===== src/rtl/decim_buffer.sv =====
// rtl/decim_buffer.sv - block-average decimator with a small ready/valid output FIFO
//
// Purpose:
//   Sums R = 2^shift consecutive en-qualified samples, forms the rounded
//   arithmetic mean (round half up, then >>> shift), saturates it to DW bits
//   and pushes it into a 2^AW-deep FIFO.  The FIFO head drives out_data
//   directly (no output register), so a result is visible one cycle after the
//   en edge that closes its block.
//
// Ports:
//   clk        rising-edge clock
//   rst        synchronous, active-high reset (en ignored while asserted)
//   en         sample strobe shared with the upstream filter stage
//   in         signed DW-bit sample, valid when en=1
//   shift      log2 of the decimation ratio, latched on the first en of a block
//   clr_ovf    clears the sticky overflow flag (and the drop counter)
//   out_data   FIFO head sample (don't-care while out_valid=0)
//   out_valid  FIFO non-empty
//   out_ready  consumer accepts the head when out_valid=1
//   level      FIFO occupancy, 0..2^AW
//   ovf        sticky: a decimated result was dropped on a full FIFO
//   drop_cnt   16-bit saturating count of dropped results (optional)
//
// Build option:
//   DECIM_DROP_CNT_EN  when defined, adds the drop_cnt output and its counter.

module decim_buffer #(
  parameter int DW = 10,
  parameter int SW = 3,
  parameter int AW = 3
) (
  input  logic                 clk,
  input  logic                 rst,
  input  logic                 en,
  input  logic signed [DW-1:0] in,
  input  logic [SW-1:0]        shift,
  input  logic                 clr_ovf,
  output logic signed [DW-1:0] out_data,
  output logic                 out_valid,
  input  logic                 out_ready,
  output logic [AW:0]          level,
`ifdef DECIM_DROP_CNT_EN
  output logic [15:0]          drop_cnt,
`endif
  output logic                 ovf
);

  // Counter width covers the largest ratio 2^(2^SW-1); the accumulator grows
  // by the same number of bits so a full block of extreme samples cannot wrap.
  localparam int CW    = (1 << SW) - 1;
  localparam int ACCW  = DW + CW;
  localparam int SUMW  = ACCW + 1;
  localparam int DEPTH = 1 << AW;

  localparam logic signed [SUMW-1:0] SAT_MAX = SUMW'((1 << (DW - 1)) - 1);
  localparam logic signed [SUMW-1:0] SAT_MIN = -SAT_MAX - SUMW'(1);

  // Block accumulator state
  logic signed [ACCW-1:0] r_acc;
  logic [CW-1:0]          r_cnt;
  logic [SW-1:0]          r_shift;

  // FIFO state; pointers carry one extra wrap bit to tell full from empty
  logic signed [DW-1:0]   r_mem [DEPTH];
  logic [AW:0]            r_wptr;
  logic [AW:0]            r_rptr;
  logic                   r_ovf;

  logic [SW-1:0]          w_shift_eff;
  logic [CW-1:0]          w_last_cnt;
  logic                   w_close;
  logic signed [SUMW-1:0] w_round;
  logic signed [SUMW-1:0] w_sum;
  logic signed [SUMW-1:0] w_avg;
  logic signed [DW-1:0]   w_avg_sat;
  logic                   w_empty;
  logic                   w_full;
  logic                   w_pop;
  logic                   w_wr;
  logic                   w_drop;

  // ------------------------------------------------------------------------
  // Decimator
  // ------------------------------------------------------------------------

  // The first en of a block uses the live shift input; later ens of the same
  // block use the value captured at that first en.
  assign w_shift_eff = (r_cnt == '0) ? shift : r_shift;

  // R-1 as a CW-bit mask: shift=0 -> 0, shift=CW -> all ones.
  assign w_last_cnt  = ~({CW{1'b1}} << w_shift_eff);

  assign w_close     = en && (r_cnt == w_last_cnt);

  assign w_round     = (w_shift_eff == '0) ? '0
                                           : (SUMW'(1) << (w_shift_eff - SW'(1)));

  assign w_sum       = SUMW'(r_acc) + SUMW'(in) + w_round;
  assign w_avg       = w_sum >>> w_shift_eff;

  always_comb begin
    w_avg_sat = w_avg[DW-1:0];
    if (w_avg > SAT_MAX) begin
      w_avg_sat = SAT_MAX[DW-1:0];
    end else if (w_avg < SAT_MIN) begin
      w_avg_sat = SAT_MIN[DW-1:0];
    end
  end

  always_ff @(posedge clk) begin
    if (rst) begin
      r_acc   <= '0;
      r_cnt   <= '0;
      r_shift <= '0;
    end else if (en) begin
      if (r_cnt == '0) begin
        r_shift <= shift;
      end
      if (w_close) begin
        r_acc <= '0;
        r_cnt <= '0;
      end else begin
        r_acc <= r_acc + ACCW'(in);
        r_cnt <= r_cnt + CW'(1);
      end
    end
  end

  // ------------------------------------------------------------------------
  // Output FIFO
  // ------------------------------------------------------------------------

  assign w_empty   = (r_wptr == r_rptr);
  assign w_full    = (r_wptr[AW] != r_rptr[AW]) &&
                     (r_wptr[AW-1:0] == r_rptr[AW-1:0]);
  assign out_valid = !w_empty;
  assign w_pop     = out_valid && out_ready;

  // A full FIFO still accepts a push when the head leaves in the same cycle;
  // the write then lands in the slot being vacated.
  assign w_wr      = w_close && (!w_full || w_pop);
  assign w_drop    = w_close && w_full && !w_pop;

  assign out_data  = r_mem[r_rptr[AW-1:0]];
  assign level     = r_wptr - r_rptr;
  assign ovf       = r_ovf;

  always_ff @(posedge clk) begin
    if (rst) begin
      r_wptr <= '0;
      r_rptr <= '0;
    end else begin
      if (w_wr) begin
        r_wptr <= r_wptr + (AW+1)'(1);
      end
      if (w_pop) begin
        r_rptr <= r_rptr + (AW+1)'(1);
      end
    end
  end

  // Storage is deliberately not reset; the pointers alone define validity.
  always_ff @(posedge clk) begin
    if (!rst && w_wr) begin
      r_mem[r_wptr[AW-1:0]] <= w_avg_sat;
    end
  end

  // A drop in the same cycle as clr_ovf wins so that no loss goes unreported.
  always_ff @(posedge clk) begin
    if (rst) begin
      r_ovf <= 1'b0;
    end else if (w_drop) begin
      r_ovf <= 1'b1;
    end else if (clr_ovf) begin
      r_ovf <= 1'b0;
    end
  end

`ifdef DECIM_DROP_CNT_EN
  logic [15:0] r_drop_cnt;

  always_ff @(posedge clk) begin
    if (rst) begin
      r_drop_cnt <= '0;
    end else if (clr_ovf) begin
      r_drop_cnt <= w_drop ? 16'd1 : 16'd0;
    end else if (w_drop && (r_drop_cnt != 16'hFFFF)) begin
      r_drop_cnt <= r_drop_cnt + 16'd1;
    end
  end

  assign drop_cnt = r_drop_cnt;
`endif

endmodule


===== config.mk =====
export PLATFORM = sky130hd
export DESIGN_NAME = decim_buffer
export DESIGN_NICKNAME = d
export VERILOG_FILES = /design/src/rtl/decim_buffer.sv
export SDC_FILE = /design/constraint.sdc
export NUM_CORES = 1
export LEC_CHECK = 0
export ABC_CLOCK_PERIOD_IN_PS = 9000
export CAP_MARGIN = 20
export CORE_MARGIN = 2
export CORE_UTILIZATION = 60
export CTS_BUF_LIST = sky130_fd_sc_hd__clkbuf_8
export CTS_CLUSTER_DIAMETER = 100
export DETAILED_ROUTE_END_ITERATION = 10
export PLACE_DENSITY = 0.79
export SETUP_SLACK_MARGIN = 0.02
export SYNTH_ARGS = -nofsm -noshare
export SYNTH_HDL_FRONTEND = slang
export SYNTH_SLANG_ARGS = --single-unit

===== constraint.sdc =====
create_clock -name clk -period 9 [get_ports clk]
set_input_delay 2.7 -clock clk [delete_from_list [all_inputs] [get_ports clk]]
set_output_delay 2.7 -clock clk [all_outputs]
set_load 0.1 [all_outputs]

After elaboration in Yosys (flattened, before gate mapping)

Memory sizes are Yosys's and may differ from the RTL's. A register that Yosys moved wholly into a read port is not among the register bits.
Index checks and enable logic that the tools add are counted.

Bits in registers: 36
RAM bits: 80
Input port bits: 18
Output and inout bits: 16
Word-level logic and storage cells: 52
Memories: 1

$add $sub $neg: 8
Order comparisons: 2
Equal/unequal tests: 4
Shift-type cells: 3
Mux-type cells: 12
Bitwise operators: 1
Reduce and logical (&&, ||, !) cells: 15

Memory list:

| memory | depth | width | rd ports | clocked after Yosys merged registers in | wr ports | line | text |
|---|---|---|---|---|---|---|---|
| r_mem  | 8     | 10    | 1        | 1                                       | 1        | 64   | `logic signed [DW-1:0] r_mem [DEPTH];` |

Operators with widths:

| cell                                                 | number |
|---|---|
| two-way mux 10 bit                                   | 2 |
| adder 17 x 10 -> 18 bit                              | 1 |
| adder 18 bit                                         | 1 |
| > comparator 18 x 10 -> 1 bit, second input constant | 1 |
| < comparator 18 x 10 -> 1 bit, second input constant | 1 |
| two-way mux 18 bit                                   | 1 |
| << shifter 1 x 3 -> 18 bit, first input constant     | 1 |
| >>> shifter 18 x 3 -> 18 bit                         | 1 |
| adder 17 x 10 -> 17 bit                              | 1 |
| two-way mux 17 bit                                   | 1 |
| two-way mux 3 bit                                    | 3 |
| adder 4 x 1 -> 4 bit, second input constant          | 2 |
| adder 7 x 1 -> 7 bit, second input constant          | 1 |
| == test 7 bit                                        | 1 |
| logical AND 1 bit                                    | 7 |
| logical NOT 7 bit                                    | 1 |
| two-way mux 7 bit                                    | 1 |
| NOT 7 bit                                            | 1 |
| << shifter 7 x 3 -> 7 bit, first input constant      | 1 |
| == test 4 bit                                        | 1 |
| logical NOT 1 bit                                    | 4 |
| two-way mux 1 bit                                    | 4 |
| subtractor 4 bit                                     | 1 |
| == test 3 bit                                        | 1 |
| other kinds (5)                                      | 5 |

Longest topological paths before layout

Gate-level depths: netlist (run 1).

Word-level depth: 10
Mapped depth: 26
Depth with buffers taken out: 25

Worst setup path before layout (run 1)

No wires, ideal clock.

Kind: input to register
Start: in shift[2]
End: mem r_mem[0][0], data pin
Setup time: 0.323 ns
Arrival time: 7.551 ns
Data required time: 8.677 ns
Slack: 1.126 ns
Stages: 22
Buffers on the path: 2
Cells stage by stage: mux2i_1 > clkbuf_1 > clkbuf_1 > ha_1 > nand2b_1 > or3_1 > fa_1 > inv_1 > ha_1 > inv_1 > fa_1 > nand2b_1 > a21o_1 > a21o_1 > nand2_1 > a21oi_1 > xnor2_1 > inv_1 > a211oi_1 > a21oi_1 > o41ai_2 > o21ai_1

Word-level cells in the longest chain between the ends: 9
Elaborated cells on any way between the ends: 11
Classes of those cells: add/sub (2); order compare (2); shift (2); mux (4); reduce/logical (1)

RTL lines:

| element                          | line | text |
|---|---|---|
| start, declared                  | 36   | `input logic [SW-1:0] shift,` |
| two-way mux 3 bit (*)            | n/a  |  |
| subtractor 3 x 1 -> 3 bit        | 96   | `: (SUMW'(1) << (w_shift_eff - SW'(1)));` |
| << shifter 1 x 3 -> 18 bit       | 96   |  |
| two-way mux 18 bit               | 95   | `assign w_round = (w_shift_eff == '0) ? '0` |
| adder 18 bit                     | 98   | `assign w_sum = SUMW'(r_acc) + SUMW'(in) + w_round;` |
| >>> shifter 18 x 3 -> 18 bit (*) | 99   | `assign w_avg = w_sum >>> w_shift_eff;` |
| < comparator 18 x 10 -> 1 bit    | 105  | `end else if (w_avg < SAT_MIN) begin` |
| two-way mux 10 bit               | 105  |  |
| two-way mux 10 bit (*)           | 103  | `if (w_avg > SAT_MAX) begin` |
| net w_avg_sat[0]                 | 75   | `logic signed [DW-1:0] w_avg_sat;` |
| end, declared                    | 64   |  |

The timed path passes the listed nets; every way through them passes the cells marked *.

Final worst setup path (run 1)

Start: in shift[0]
End: mem r_mem[1][4], data pin

The elaborated chain is that of the path after synthesis.

==> results_dict.tcl, run 1 <==
set metrics [dict create \
    holdWs_ns 0.497 \
    grt_pass1_vias 5319 \
    drt_iter0_markers 493 \
    syn_nets 780 \
    clockBufferDepth 2 \
    cp_cell_sequence "clkdlybuf4s50_1 -> mux2i_4 -> nand2_1 -> inv_1 -> ha_1 -> nand2b_1 -> or3_1 -> fa_1 -> inv_1 -> ha_1 -> inv_1 -> fa_1 -> nand2b_1 -> a21o_1 -> a21o_1 -> nand2_1 -> a21oi_1 -> xnor2_1 -> inv_1 -> a211oi_1 -> a21oi_1 -> a31oi_1 -> o21ai_1" \
    htreeDepth 4 \
    postSynth.topFlopCell "edfxtp_1" \
    hp-class "reg2reg" \
    ys_seq_area_frac 0.424 \
    avgSynthCellArea_sq_um 10.7 \
    die_area_sq_mm 0.0134 \
    gp_congestion 0.821 \
    num_rows 40 \
    worst_pin_slew_ns 1.11 \
    maxSlewViolCount 0 \
    final_common_cell "edfxtp_1" \
    power.density_mw_per_mm2 210 \
    slew_headroom 0.255 \
    finalHoldViolCount 0 \
    rsz0062_at_grt "false" \
    ant_nets 0 \
    status "completed" \
    area_delta_synth_final_pct 11.4 \
    routed_via_density 6.06 \
    nets 809 \
    ys_types 66 \
    clk-insertion-delay-late_ns 0.44 \
    final.period_utilization 0.900 \
    n_antenna_cell 0 \
    initial_utilization 0.619 \
    syn-cell-area_sq_mm 0.00750 \
    period_minus_slack_ns 8.10 \
    wirelength_um 15700 \
    cp_common_cell "inv_1" \
    crit_type "in2reg" \
    cts_setup_buffers 0 \
    setup_violations 0 \
    cts_hold_buffers 0 \
    first_pass_iters 5 \
    synth.ff_latch_count 119 \
    synth_cells 702 \
    total_power_mw 1.75 \
    cts_buffers 17 \
    die_h_um 116 \
    yosysWarnings 0 \
    finalClockSkew_ns 0.0136 \
    synth-edff-count 80 \
    cts_tree "done" \
    p_leak_nw 3.11 \
    cts_root_buffer "clkbuf_8" \
    clk_pin_slew_ns 0.08 \
    max_freq_mhz 123 \
    end_kind "flip-flop" \
    coreArea_sq_mm 0.0121 \
    ys_async_sr_fraction 0 \
    grt.total_usage 0.248 \
    grt-ovfl-total 0 \
    dp_hpwl_um 11200 \
    tns_ns 0 \
    crit_family "compound AO/OA/AOI/OAI gates" \
    grt_antenna_before_repair 0 \
    crit_buf_inv 5 \
    required_ns 9.08 \
    wl_per_cell_um 17.2 \
    cp_max_fo 10 \
    die_w_um 116 \
    mostFrequentLayoutCells "edfxtp_1 (80), a21oi_1 (62), nor2_1 (56)" \
    drc 0 \
    drive_gt1_frac 0.124 \
    ioPinCount 34 \
    clock_sinks 119 \
    cp_slowest_cell "a31oi_1" \
    drv_cap 0 \
    cts.repair.resized 0 \
    grt_pass1_wl_um 25800 \
    dr_total_vias 5526 \
    port_buffers 33 \
    cpPeakStageDelay_ns 0.75 \
    worstPathArrival_ns 8.18 \
    ir_worst_vdd_v 0.0000891 \
    critPathLaunchType "primary input" \
    grt_start_max_net_pins 49 \
]
[logic make-up (layout without fill, tap and decap cells)]
family,Yosys count,after routing,synth area share
AO/OA/AOI/OAI,174,174,0.147
flip-flops,119,119,0.424
buffers and inverters,64,106,0.0330
XOR/XNOR,38,38,0.0444
adder cells (fa/ha/maj),60,60,0.118
AND/OR/NAND/NOR,205,205,0.140
multiplexers,42,42,0.0934
[final cells by class]
class | count | area, sq um
inverters | 29 | 109
multi-input cells | 519 | 4070
flip-flops and latches | 119 | 3180
fillers | 917 | 3760
clock buffers | 18 | 248
clock inverters | 14 | 113
well taps | 168 | 210
repair buffers | 45 | 420
[final timing paths]
kind,slack (ns),endpoint,depth (start not counted),startpoint
max,0.90,r_mem[1][4],23,shift[0]
min,0.50,r_acc[7],2,r_acc[7]
max reg2reg,2.56,r_mem[1][4],24,r_cnt[2]
min reg2reg,0.50,r_acc[7],2,r_acc[7]
[stage by stage]
step	util	setup slack, ns	instances	instance area, sq um
2_1_floorplan	-	1.13	702	7500
3_3_place_gp	0.660	0.762	880	7990
3_5_place_dp	0.660	0.484	880	7990
4_1_cts	0.690	0.949	912	8350
5_1_grt	0.690	0.480	912	8350
6_report	0.690	0.898	912	8350
[Yosys cell counts (6+ instances only)]
| cell | n | area (sq um) |
|---|---|---|
| nor3_1 | 10 | 50.1 |
| a21o_1 | 13 | 97.6 |
| inv_1 | 27 | 101 |
| nand2_1 | 36 | 135 |
| o21bai_1 | 6 | 45.0 |
| mux2_2 | 14 | 158 |
| xor2_1 | 16 | 140 |
| nand2b_1 | 23 | 144 |
| o21ai_0 | 23 | 115 |
| fa_1 | 18 | 360 |
| a21oi_1 | 62 | 310 |
| mux2i_1 | 7 | 70.1 |
| nor2_1 | 56 | 210 |
| a211oi_1 | 12 | 90.1 |
| mux4_2 | 20 | 450 |
| dfxtp_1 | 39 | 781 |
| nand4_1 | 9 | 56.3 |
| clkbuf_1 | 29 | 109 |
| ha_1 | 42 | 526 |
| o21ai_1 | 12 | 60.1 |
| xnor2_1 | 22 | 193 |
| edfxtp_1 | 80 | 2400 |
| nand3_1 | 34 | 170 |
| a211o_1 | 6 | 52.6 |
| a31oi_1 | 9 | 56.3 |
[routing by layer]
layer / up-vias / track usage / share of wire
met5: - / 0 / 0
met4: 0 / 0.0778 / 0.012
met3: 19 / 0.0445 / 0.045
met2: 152 / 0.431 / 0.51
met1: 2673 / 0.319 / 0.43
li1: 2682 / - / -
[tightest hold or removal path: cells and delay by family (launching register included)]
kind               cells  cell delay [ns]
DFF                    1             0.32
and+or+nand+nor        1             0.07
AOI/OAI and AO/OA      1             0.06
[power by group]
| part | internal, mW | total [mW] | switching (mW) |
|---|---|---|---|
| combinational | 0.239 | 0.645 | 0.406 |
| clock | 0.222 | 0.442 | 0.221 |
| sequential | 0.648 | 0.664 | 0.0156 |
| total | 1.11 | 1.75 | 0.643 |
[registers in the layout (all words and copies together) (netlist names), named ones only]
signal	flops
r_rptr	4
ovf	1
r_shift	3
r_wptr	4
r_acc	17
r_cnt	7
r_mem	80
No activity file was read; power rests on OpenSTA's default activity.
==> run 2: changes to the inputs <==
- ABC_CLOCK_PERIOD_IN_PS: 9000 -> 9980
- clock period: 9 -> 9.98 ns (I/O delays scaled with it)
==> run 2 against run 1 <==
Critical endpoint is now r_mem[6][4]. First-iteration DRC count fell by 0.61%. Worst setup slack improved by 0.064 ns. Design area increased by 0.55%. Power fell by 5.3%.
==> results_dict.tcl, run 2 (synthesis results as in run 1) <==
set metrics [dict create \
    slew_headroom 0.251 \
    cts_root_buffer "clkbuf_8" \
    required_ns 10.07 \
    final_area_sq_mm 0.00840 \
    nets 805 \
    finalHoldViolCount 0 \
    drive_gt1_frac 0.123 \
    ant_nets 0 \
    grt_start_max_net_pins 48 \
    dp_hpwl_um 11300 \
    port_buffers 33 \
    critPathLaunchType "primary input" \
    max_freq_mhz 111 \
    cts_tree "done" \
    ir_worst_vdd_v 0.0000824 \
    n_antenna_cell 0 \
    setup_violations 0 \
    final.period_utilization 0.904 \
    fillerInstances 917 \
    clockBufferDepth 2 \
    drc 0 \
    initial_utilization 0.619 \
    ioPinCount 34 \
    clock_sinks 119 \
    largest_reg_flops 80 \
    area_delta_synth_final_pct 12.0 \
    clk-insertion-delay-late_ns 0.46 \
    end_kind "flip-flop" \
    dr_total_vias 5611 \
    crit_type "in2reg" \
    htreeDepth 4 \
    reg2reg_depth 24 \
    die_area_sq_mm 0.0134 \
    final_common_cell "edfxtp_1" \
    cts_setup_buffers 0 \
    grt_antenna_before_repair 0 \
    tns_ns 0 \
    die_w_um 116 \
    status "completed" \
    p_leak_nw 3.13 \
    period_minus_slack_ns 9.02 \
    grt.total_usage 0.255 \
    grt-ovfl-total 0 \
    cts_buffers 17 \
    power.density_mw_per_mm2 197 \
    gp_congestion 0.944 \
    postPlaceCellArea_sq_mm 0.00795 \
    routed_via_density 6.18 \
    coreArea_sq_mm 0.0121 \
    rsz0062_at_grt "false" \
    hp-class "reg2reg" \
    worst_pin_slew_ns 1.12 \
    wl_per_cell_um 17.9 \
    maxSlewViolCount 0 \
    first_pass_iters 6 \
    cts.repair.resized 0 \
    cts_hold_buffers 0 \
    cp_max_fo 19 \
    grt_pass1_vias 5284 \
    clk_pin_slew_ns 0.08 \
    die_h_um 116 \
    mostFrequentLayoutCells "edfxtp_1 (80), a21oi_1 (62), nor2_1 (56)" \
    finalClockSkew_ns 0.0120 \
    total_power_mw 1.66 \
    grt_pass1_wl_um 26100 \
    drt_iter0_markers 490 \
    num_rows 40 \
    hold_path_depth 2 \
    wirelength_um 16300 \
    worstPathArrival_ns 9.11 \
    drv_cap 0 \
]
==> run 2: cell count changes in the layout (fill, tap and decap cells not counted), moves of 2 or more <==
cell	change
clkinv_2	-2
buf_4	-5
inv_6	+3
clkinvlp_4	-2
inv_1	-2
bufinv_16	+2
==> run 2: final cells by class <==
type / count / area [sq um] / area share
sequential: 119 / 3180 / 0.379
clock buffer: 19 / 262 / 0.0311
clock inverter: 13 / 166 / 0.0198
tap: 168 / 210 / 0.0250
multi-input combinational: 519 / 4080 / 0.485
inverter: 29 / 109 / 0.0130
timing repair buffer: 41 / 394 / 0.0469
==> run 2: per-layer routing <==
metal / part of all wire / vias up / wire length [um] / global-route usage
met1: 0.41 / 2717 / 6730 / 0.312
met4: 0.023 / 0 / 379 / 0.0968
met3: 0.048 / 34 / 785 / 0.0513
li1: - / 2671 / - / -
met5: 0 / - / 0 / 0
met2: 0.51 / 189 / 8380 / 0.449
==> run 2: final timing paths <==
check | from | slack [ns] | end
worst max-delay path | shift[0] | 0.96 | r_mem[6][4]
worst min-delay path | r_acc[7] | 0.49 | r_acc[7]
worst max register to register | r_cnt[2] | 2.94 | r_mem[6][4]
worst min register to register | r_acc[7] | 0.49 | r_acc[7]
==> run 2: critical path, cell delays in order <==
cell and delay [ns]:
clkdlybuf4s50_1 0.47, mux2i_4 0.51, nand2_1 0.36, inv_1 0.13, ha_1 0.18, nand2b_1 0.11
or3_1 0.34, fa_1 0.44, inv_1 0.07, ha_1 0.16, inv_1 0.05, fa_1 0.38
nand2b_1 0.17, a21o_1 0.23, a21o_1 0.21, nand2_1 0.10, a21oi_1 0.09, xnor2_1 0.30
inv_1 0.23, a211oi_1 0.28, a21oi_1 0.10, a31oi_1 0.78, o21ai_1 0.42
==> run 2: metrics by stage <==
step,setup WS [ns],hold slack [ns],util,std cells
3_5_place_dp,0.574,0.476,0.657,874
5_1_grt,0.430,0.527,0.694,908
6_report,0.962,0.489,0.694,908
2_1_floorplan,1.81,0.450,-,702
4_1_cts,1.06,0.489,0.692,906
3_3_place_gp,0.899,0.459,0.657,874
==> run 2: power breakdown <==
part | internal (mW) | switching (mW) | leakage (nW)
logic | 0.213 | 0.375 | 1.88
registers | 0.584 | 0.0140 | 1.04
clock network | 0.262 | 0.210 | 0.211
total | 1.06 | 0.599 | 3.13
